## src/rtl/lcd_seq_ctl.sv

```systemverilog
// Start/done sequencer for the SPI LCD sub-module chain (init, clear, draw, ...).
// Supports halting or looping after the last stage, redraw restart, and a per-stage watchdog.
module lcd_seq_ctl #(
    parameter int unsigned N_STAGES  = 2,
    parameter int unsigned LOOP_FROM = 1,
    parameter int unsigned TIMEOUT_W = 20
) (
    input  logic                CLK,
    input  logic                RSTn,
    input  logic                Loop_En,
    input  logic                Redraw_Sig,
    input  logic [N_STAGES-1:0] Done_Sig,
    output logic [N_STAGES-1:0] Start_Sig,
    output logic                Busy,
    output logic                Seq_Done,
    output logic                Err_Sig,
    output logic [2:0]          Err_Stage,
    output logic [2:0]          Cur_Stage
);

    typedef enum logic [1:0] {StRun, StDone, StErr} state_e;

    state_e               state;
    logic [2:0]           idx;
    logic [TIMEOUT_W-1:0] wd;
    logic [N_STAGES-1:0]  sel;
    logic                 cur_start;
    logic                 cur_done;

    // One-hot decode of the stage index; avoids a variable bit-select wider than the vector.
    always_comb begin
        sel = '0;
        for (int i = 0; i < N_STAGES; i++) begin
            sel[i] = (idx == 3'(i));
        end
    end

    assign cur_start = |(Start_Sig & sel);
    assign cur_done  = |(Done_Sig & sel);
    assign Busy      = (state == StRun);
    assign Cur_Stage = idx;

    always_ff @(posedge CLK or negedge RSTn) begin
        if (!RSTn) begin
            state     <= StRun;
            idx       <= 3'd0;
            wd        <= '0;
            Start_Sig <= '0;
            Seq_Done  <= 1'b0;
            Err_Sig   <= 1'b0;
            Err_Stage <= 3'd0;
        end else begin
            unique case (state)
                StRun: begin
                    if (!cur_start) begin
                        // Done is not looked at here, so a stale done cannot skip a stage.
                        Start_Sig <= sel;
                        wd        <= '0;
                    end else if (cur_done) begin
                        Start_Sig <= '0;
                        if (idx != 3'(N_STAGES - 1)) begin
                            idx <= idx + 3'd1;
                        end else if (Loop_En) begin
                            idx <= 3'(LOOP_FROM);
                        end else begin
                            state    <= StDone;
                            Seq_Done <= 1'b1;
                        end
                    end else if (&wd) begin
                        state     <= StErr;
                        Start_Sig <= '0;
                        Err_Sig   <= 1'b1;
                        Err_Stage <= idx;
                    end else begin
                        wd <= wd + 1'b1;
                    end
                end
                StDone: begin
                    Start_Sig <= '0;
                    if (Redraw_Sig) begin
                        idx      <= 3'(LOOP_FROM);
                        state    <= StRun;
                        Seq_Done <= 1'b0;
                    end
                end
                default: begin
                    Start_Sig <= '0;
                end
            endcase
        end
    end

endmodule
```

## config.mk

```make
export PLATFORM = sky130hd
export DESIGN_NAME = lcd_seq_ctl
export DESIGN_NICKNAME = d
export VERILOG_FILES = /design/src/rtl/lcd_seq_ctl.sv
export SDC_FILE = /design/constraint.sdc
export NUM_CORES = 1
export LEC_CHECK = 0
export BUFFER_PORTS_ARGS = -buffer_cell sky130_fd_sc_hd__buf_2
export CORE_MARGIN = 5
export CORE_UTILIZATION = 30
export DETAILED_ROUTE_END_ITERATION = 12
export HOLD_SLACK_MARGIN = 0.12
export PLACE_DENSITY_LB_ADDON = 0.25
export SYNTH_ARGS = -nofsm -noshare
export SYNTH_HDL_FRONTEND = slang
export SYNTH_SLANG_ARGS = --single-unit
```

## constraint.sdc

```tcl
create_clock -name CLK -period 2.05 [get_ports CLK]
set_input_delay 0.205 -clock CLK [delete_from_list [all_inputs] [get_ports CLK]]
set_output_delay 0.205 -clock CLK [all_outputs]
set_load 0.02 [all_outputs]
```

=== Yosys cells after proc, flatten, opt, wreduce, memory -nomap -nowiden ===
Cells that the tools add are included.

* Add/subtract/negate cells: 2
* Equality and inequality tests: 15
* Multiplexer cells: 26
* Bitwise logic cells: 3
* Reductions and logical operators: 11

{| class="wikitable"
|+ Operators by type and width
! kind !! number
|-
| two-way mux 20 bit || 3
|-
| AND reduction 23 bit || 1
|-
| adder 20 x 1 -> 20 bit (second input constant) || 1
|-
| two-way mux 2 bit || 10
|-
| AND reduction 20 bit || 1
|-
| two-way mux 3 bit || 5
|-
| AND reduction 6 bit || 2
|-
| inequality test 2 bit (second input constant) || 5
|-
| inequality test 3 x 1 -> 1 bit (second input constant) || 2
|-
| inequality test 3 bit (second input constant) || 2
|-
| case mux 3 bit (2 select lines) || 1
|-
| two-way mux 1 bit || 5
|-
| AND reduction 5 bit || 1
|-
| bitwise AND 2 bit || 2
|-
| inequality test 2 x 1 -> 1 bit (second input constant) || 2
|-
| inequality test 4 x 2 -> 1 bit (second input constant) || 1
|-
| case mux 2 bit (2 select lines) || 1
|-
| OR reduction 2 bit || 2
|-
| adder 3 x 1 -> 3 bit (second input constant) || 1
|-
| == test 3 x 1 -> 1 bit (second input constant) || 1
|-
| logical NOT 3 bit || 1
|-
| inequality test 3 x 2 -> 1 bit (second input constant) || 1
|-
| AND reduction 3 bit || 1
|-
| == test 2 x 1 -> 1 bit (second input constant) || 1
|-
| 4 further kinds || 4
|}

* Bits in registers: 32
* Input port bits: 6
* Output and inout port bits: 11
* Logic and storage cells: 64

=== Logic depth before layout (Yosys ltp) ===
* Word-level depth: 6
* Mapped depth: 8
* Mapped depth without buffers: 6

=== Least setup slack after synthesis ===
No wires, ideal clock.

* Path type: reg2reg
* Start: register idx[0] (netlist: Cur_Stage[0])
* End: register wd[16]
* Library setup time: 83 ps
* Arrival time: 1982 ps
* Required time: 1967 ps
* Path slack: -15 ps
* Stages on the path, launching flop included: 7
* Buffers on the path: 1
* Clock period less this slack: 2065 ps
* Path through: dfrtp_1 > buf_2 > mux2_2 > a211oi_2 > nand4_1 > or3_2 > o21ai_0

* Word-level cells in the longest chain between the ends: 5
* Elaborated cells on any way between the ends: 10
* Classes of those cells: eq/ne: 3; mux: 1; bitwise: 2; reduce/logical: 4

{| class="wikitable"
|+ RTL lines
! element !! RTL line !! text
|-
| start: declaration || 24 || <nowiki>logic [2:0] idx;</nowiki>
|-
| start signal: assignment || 62 || <nowiki>idx <= idx + 3'd1;</nowiki>
|-
| start signal: assignment || 64 || <nowiki>idx <= 3'(LOOP_FROM);</nowiki>
|-
| start signal: assignment || 81 || <nowiki>idx <= 3'(LOOP_FROM);</nowiki>
|-
| == test 3 x 1 -> 1 bit / logical NOT 3 bit (equally long branches) || 34 || <nowiki>sel[i] = (idx == 3'(i));</nowiki>
|-
| bitwise AND 2 bit (on tied branches) || 38, 39 ||
|-
| OR reduction 2 bit (on tied branches) || 38, 39 ||
|-
| inequality test 2 bit (no source line) || - ||
|-
| AND reduction 3 bit (no source line) || - ||
|-
| end signal: assignment || 75 || <nowiki>wd <= wd + 1'b1;</nowiki>
|-
| end: declaration || 25 || <nowiki>logic [TIMEOUT_W-1:0] wd;</nowiki>
|}

Parallel ways exist; a longest one is shown, timed or not.
A chain may end at the register's enable or synchronous reset.

=== Worst setup path after layout ===
* Start: register wd[19]
* End: register wd[13]

* Word-level cells in the longest chain between the ends: 3

{| class="wikitable"
|+ RTL lines
! element !! RTL line !! text
|-
| AND reduction 20 bit || 69 || <nowiki>end else if (&wd) begin</nowiki>
|-
| inequality test 2 bit (no source line) || - ||
|-
| AND reduction 3 bit (no source line) || - ||
|}

No other way between the ends.

==> reports/results.tsv <==
metric	value	unit
Synth Flop Type	dfrtp_1	
largest net degree at the start of global routing	33	
reg-to-reg slack, setup	80	ps
RSZ-0062 raised after global routing	yes	
worst hold path class	in2reg	
Slew HR	0.508	
peak supply drop	254	uV
DRT Pass-1 Iters	4	
n_diodes	0	
Crit Path Class	reg2reg	
Setup TNS	0	ps
TritonCTS clock tree	yes	
Rows	28	
Post-synth EDFFs	0	
Routed WL per cell	14.0	microns
fill cell count	583	
Final Wtd Congestion	0.777	
Setup crit start	wd[19]	
Post-Syn Area	1780	sq um
top-count cell post-synth	dfrtp_1	
layout cells sized above 1	0.286	
Worst Setup End Kind	flip-flop	
sequential cell area fraction in the yosys report	0.451	
Worst-Margin Slew	737	ps
Synthesis Warnings	0	
maximum fanout along the worst path	8	
DR DRC count	0	
outcome	completed	
switching share of total power	0.197	
Layout Cells excl Fill	306	
critical path, cell by cell	nand4_2 > or4_4 > o2111a_2 > a32o_1 > a21o_1	
power after layout	1.33	mW
GRT Residual Overflow	0	
Initial Util	0.303	
max cap viols	0	
die area	7560	sq um
Final Core Density	0.382	
skew final	5.77	ps
vias per cell	5.24	
# clock sinks	32	
Clk network pwr share	0.501	
Seq pwr share	0.474	
Die Ht	86.9	microns
commonest cells in the netlist	dfrtp_1, nand2_1, nand3_1, nor2_1	
core outline area	5850	sq um
Clk Latency, worst-skew pair	280	ps
Hold Worst Slack	237	ps
hold depth	3	
root buffer cell	clkbuf_8	
Mapped Cells	192	
RR Endpoint	wd[13]	
async set-reset flop share out of synthesis	1.00	
placed cell count	295	
Yosys cell types	48	
main area contributors after synthesis	dfrtp_1, nand2_1, nand3_1, o211ai_1, nand4_1	
Reg area	801	sq um
Final #Nets	237	
fin crit period	1970	ps
top cell type's share of synthesized area	0.451	
crit share post-route	0.959	
Synth Area per Inst	9.25	sq um
FF+latch count, synth	32	
combinational power share	0.025	
final setup vio count	0	
leakage power	0.954	nW
Clock Path Buffers	2	
origin of the critical flop-to-flop path	wd[19]	
peak per-stage delay on the critical path	590	ps
die width	86.9	microns
Synthesized Nets	199	
Slowest cell on crit path	or4_4	
I/O Buffers	16	
overall routing resource usage	0.124	
HPWL Detailed	3020	microns
DRT Wirelength	4290	microns
crit path DAT	2140	ps
I/O pins	17	
Area Overhead vs Synth	25.7	%
P_sw	0.263	mW
startpoint types	flip-flop	
Hold Crit Endpoint	state[0]	
htree depth	2	
HP Start	Done_Sig[1]	
leading area contributor after synthesis	dfrtp_1	
multi-input logic area	917	sq um
P_int	1.07	mW
clock transition at the registers of the reported paths	70	ps
DR iter-0 viols	73	
R2R cell count	5	
initial antenna violation count	0	
CP required	2220	ps
global-route wire length before repair	7450	microns
Final Slew Violations	0	
FMAX	0.509	GHz
Final ANT Viol Nets	0	
Num CTS Buffers	5	
power per cell area	597	nW/um^2
vias in the first global route	1661	
Hold Fails Final Rpt	0	
via count	1603	
-- power by group through the flow --
stage,clock [mW],sequential [mW],combinational (mW)
floorplan,0,0.643,0.00999
global placement,0,0.643,0.0324
detailed placement,0,0.643,0.0322
CTS,0.689,0.631,0.0339
global route,0.711,0.631,0.0388
finish,0.668,0.631,0.0336
-- stage by stage --
step | worst slack, ps | area (sq um)
final | 84.1 | 2230
after global routing | -2.72 | 2230
after CTS | 74.9 | 2210
after detailed placement | 83.4 | 2070
after global placement | 101 | 2070
after floorplan | 16.7 | 1780
-- flip-flops by register name, summed over array words and instances, names as in the netlist --
| register | cells |
|---|---|
| Cur_Stage | 3 |
| Start_Sig | 2 |
| Err_Stage | 3 |
| wd | 20 |
| Seq_Done | 1 |
| Err_Sig | 1 |
| state | 2 |
-- layer usage --
| layer | wire [microns] | track usage | vias to the layer above |
|---|---|---|---|
| li1 | - | - | 795 |
| met1 | 1970 | 0.146 | 778 |
| met2 | 2140 | 0.217 | 26 |
| met3 | 97 | 0.0227 | 4 |
| met4 | 78 | 0.0595 | 0 |
| met5 | 0 | 0 | - |
-- worst max-delay path: cells and delay by family (launching register included) --
family           cells  cell delay (ps)
AO/OA/AOI/OAI        3              720
flip-flops           1              400
AND/OR/NAND/NOR      2              730
-- cells by family (layout without fill, tap and decap cells) --
kind of cell / after synthesis / count (layout) / synth area share
AO/OA/AOI/OAI: 46 / 46 / 0.192
adder cells (fa/ha/maj): 1 / 1 / 0.00705
buffers and inverters: 15 / 54 / 0.0388
flip-flops: 32 / 32 / 0.451
multiplexers: 4 / 4 / 0.0254
AND/OR/NAND/NOR: 94 / 94 / 0.286
-- worst max path at each step --
stage                     endpoint  slack, ps  depth (start not counted)
after detailed placement    wd[15]         80                          5
after global routing        wd[13]         -3                          5
after floorplan             wd[16]         20                          6
after CTS                   wd[13]         70                          5
after global placement      wd[16]        100                          5
final                       wd[13]         80                          5
-- repair_timing --
| item | in CTS | in global routing |
|---|---|---|
| setup endpoints to repair | 0 | 4 |
| gates resized for setup | 0 | 3 |
| setup buffers | 0 | 2 |
| endpoints found under the hold margin | 32 | 0 |
| hold buffers | 1 | 0 |
-- cell type report --
cell class / count / share of cell area
well taps: 75 / 0.0420
multi-input cells: 145 / 0.411
clock buffers: 7 / 0.0432
repair buffers: 39 / 0.120
clock inverters: 1 / 0.0135
inverters: 7 / 0.0118
flip-flops and latches: 32 / 0.359
-- layout by cell type (no fill, tap or decap), types with 3 or more instances in the layout --
cell type,count
dfrtp_1,32
nand2_1,27
buf_4,21
buf_2,16
nand3_1,14
nor2_1,14
nand4_1,9
o211ai_1,9
inv_1,7
clkbuf_8,7
or2_2,6
o21ai_0,6
a21oi_1,5
or4_1,5
mux2_2,3
o311ai_0,3
o21a_1,3
nor2b_1,3
No activity file was read; power rests on OpenSTA's default activity.
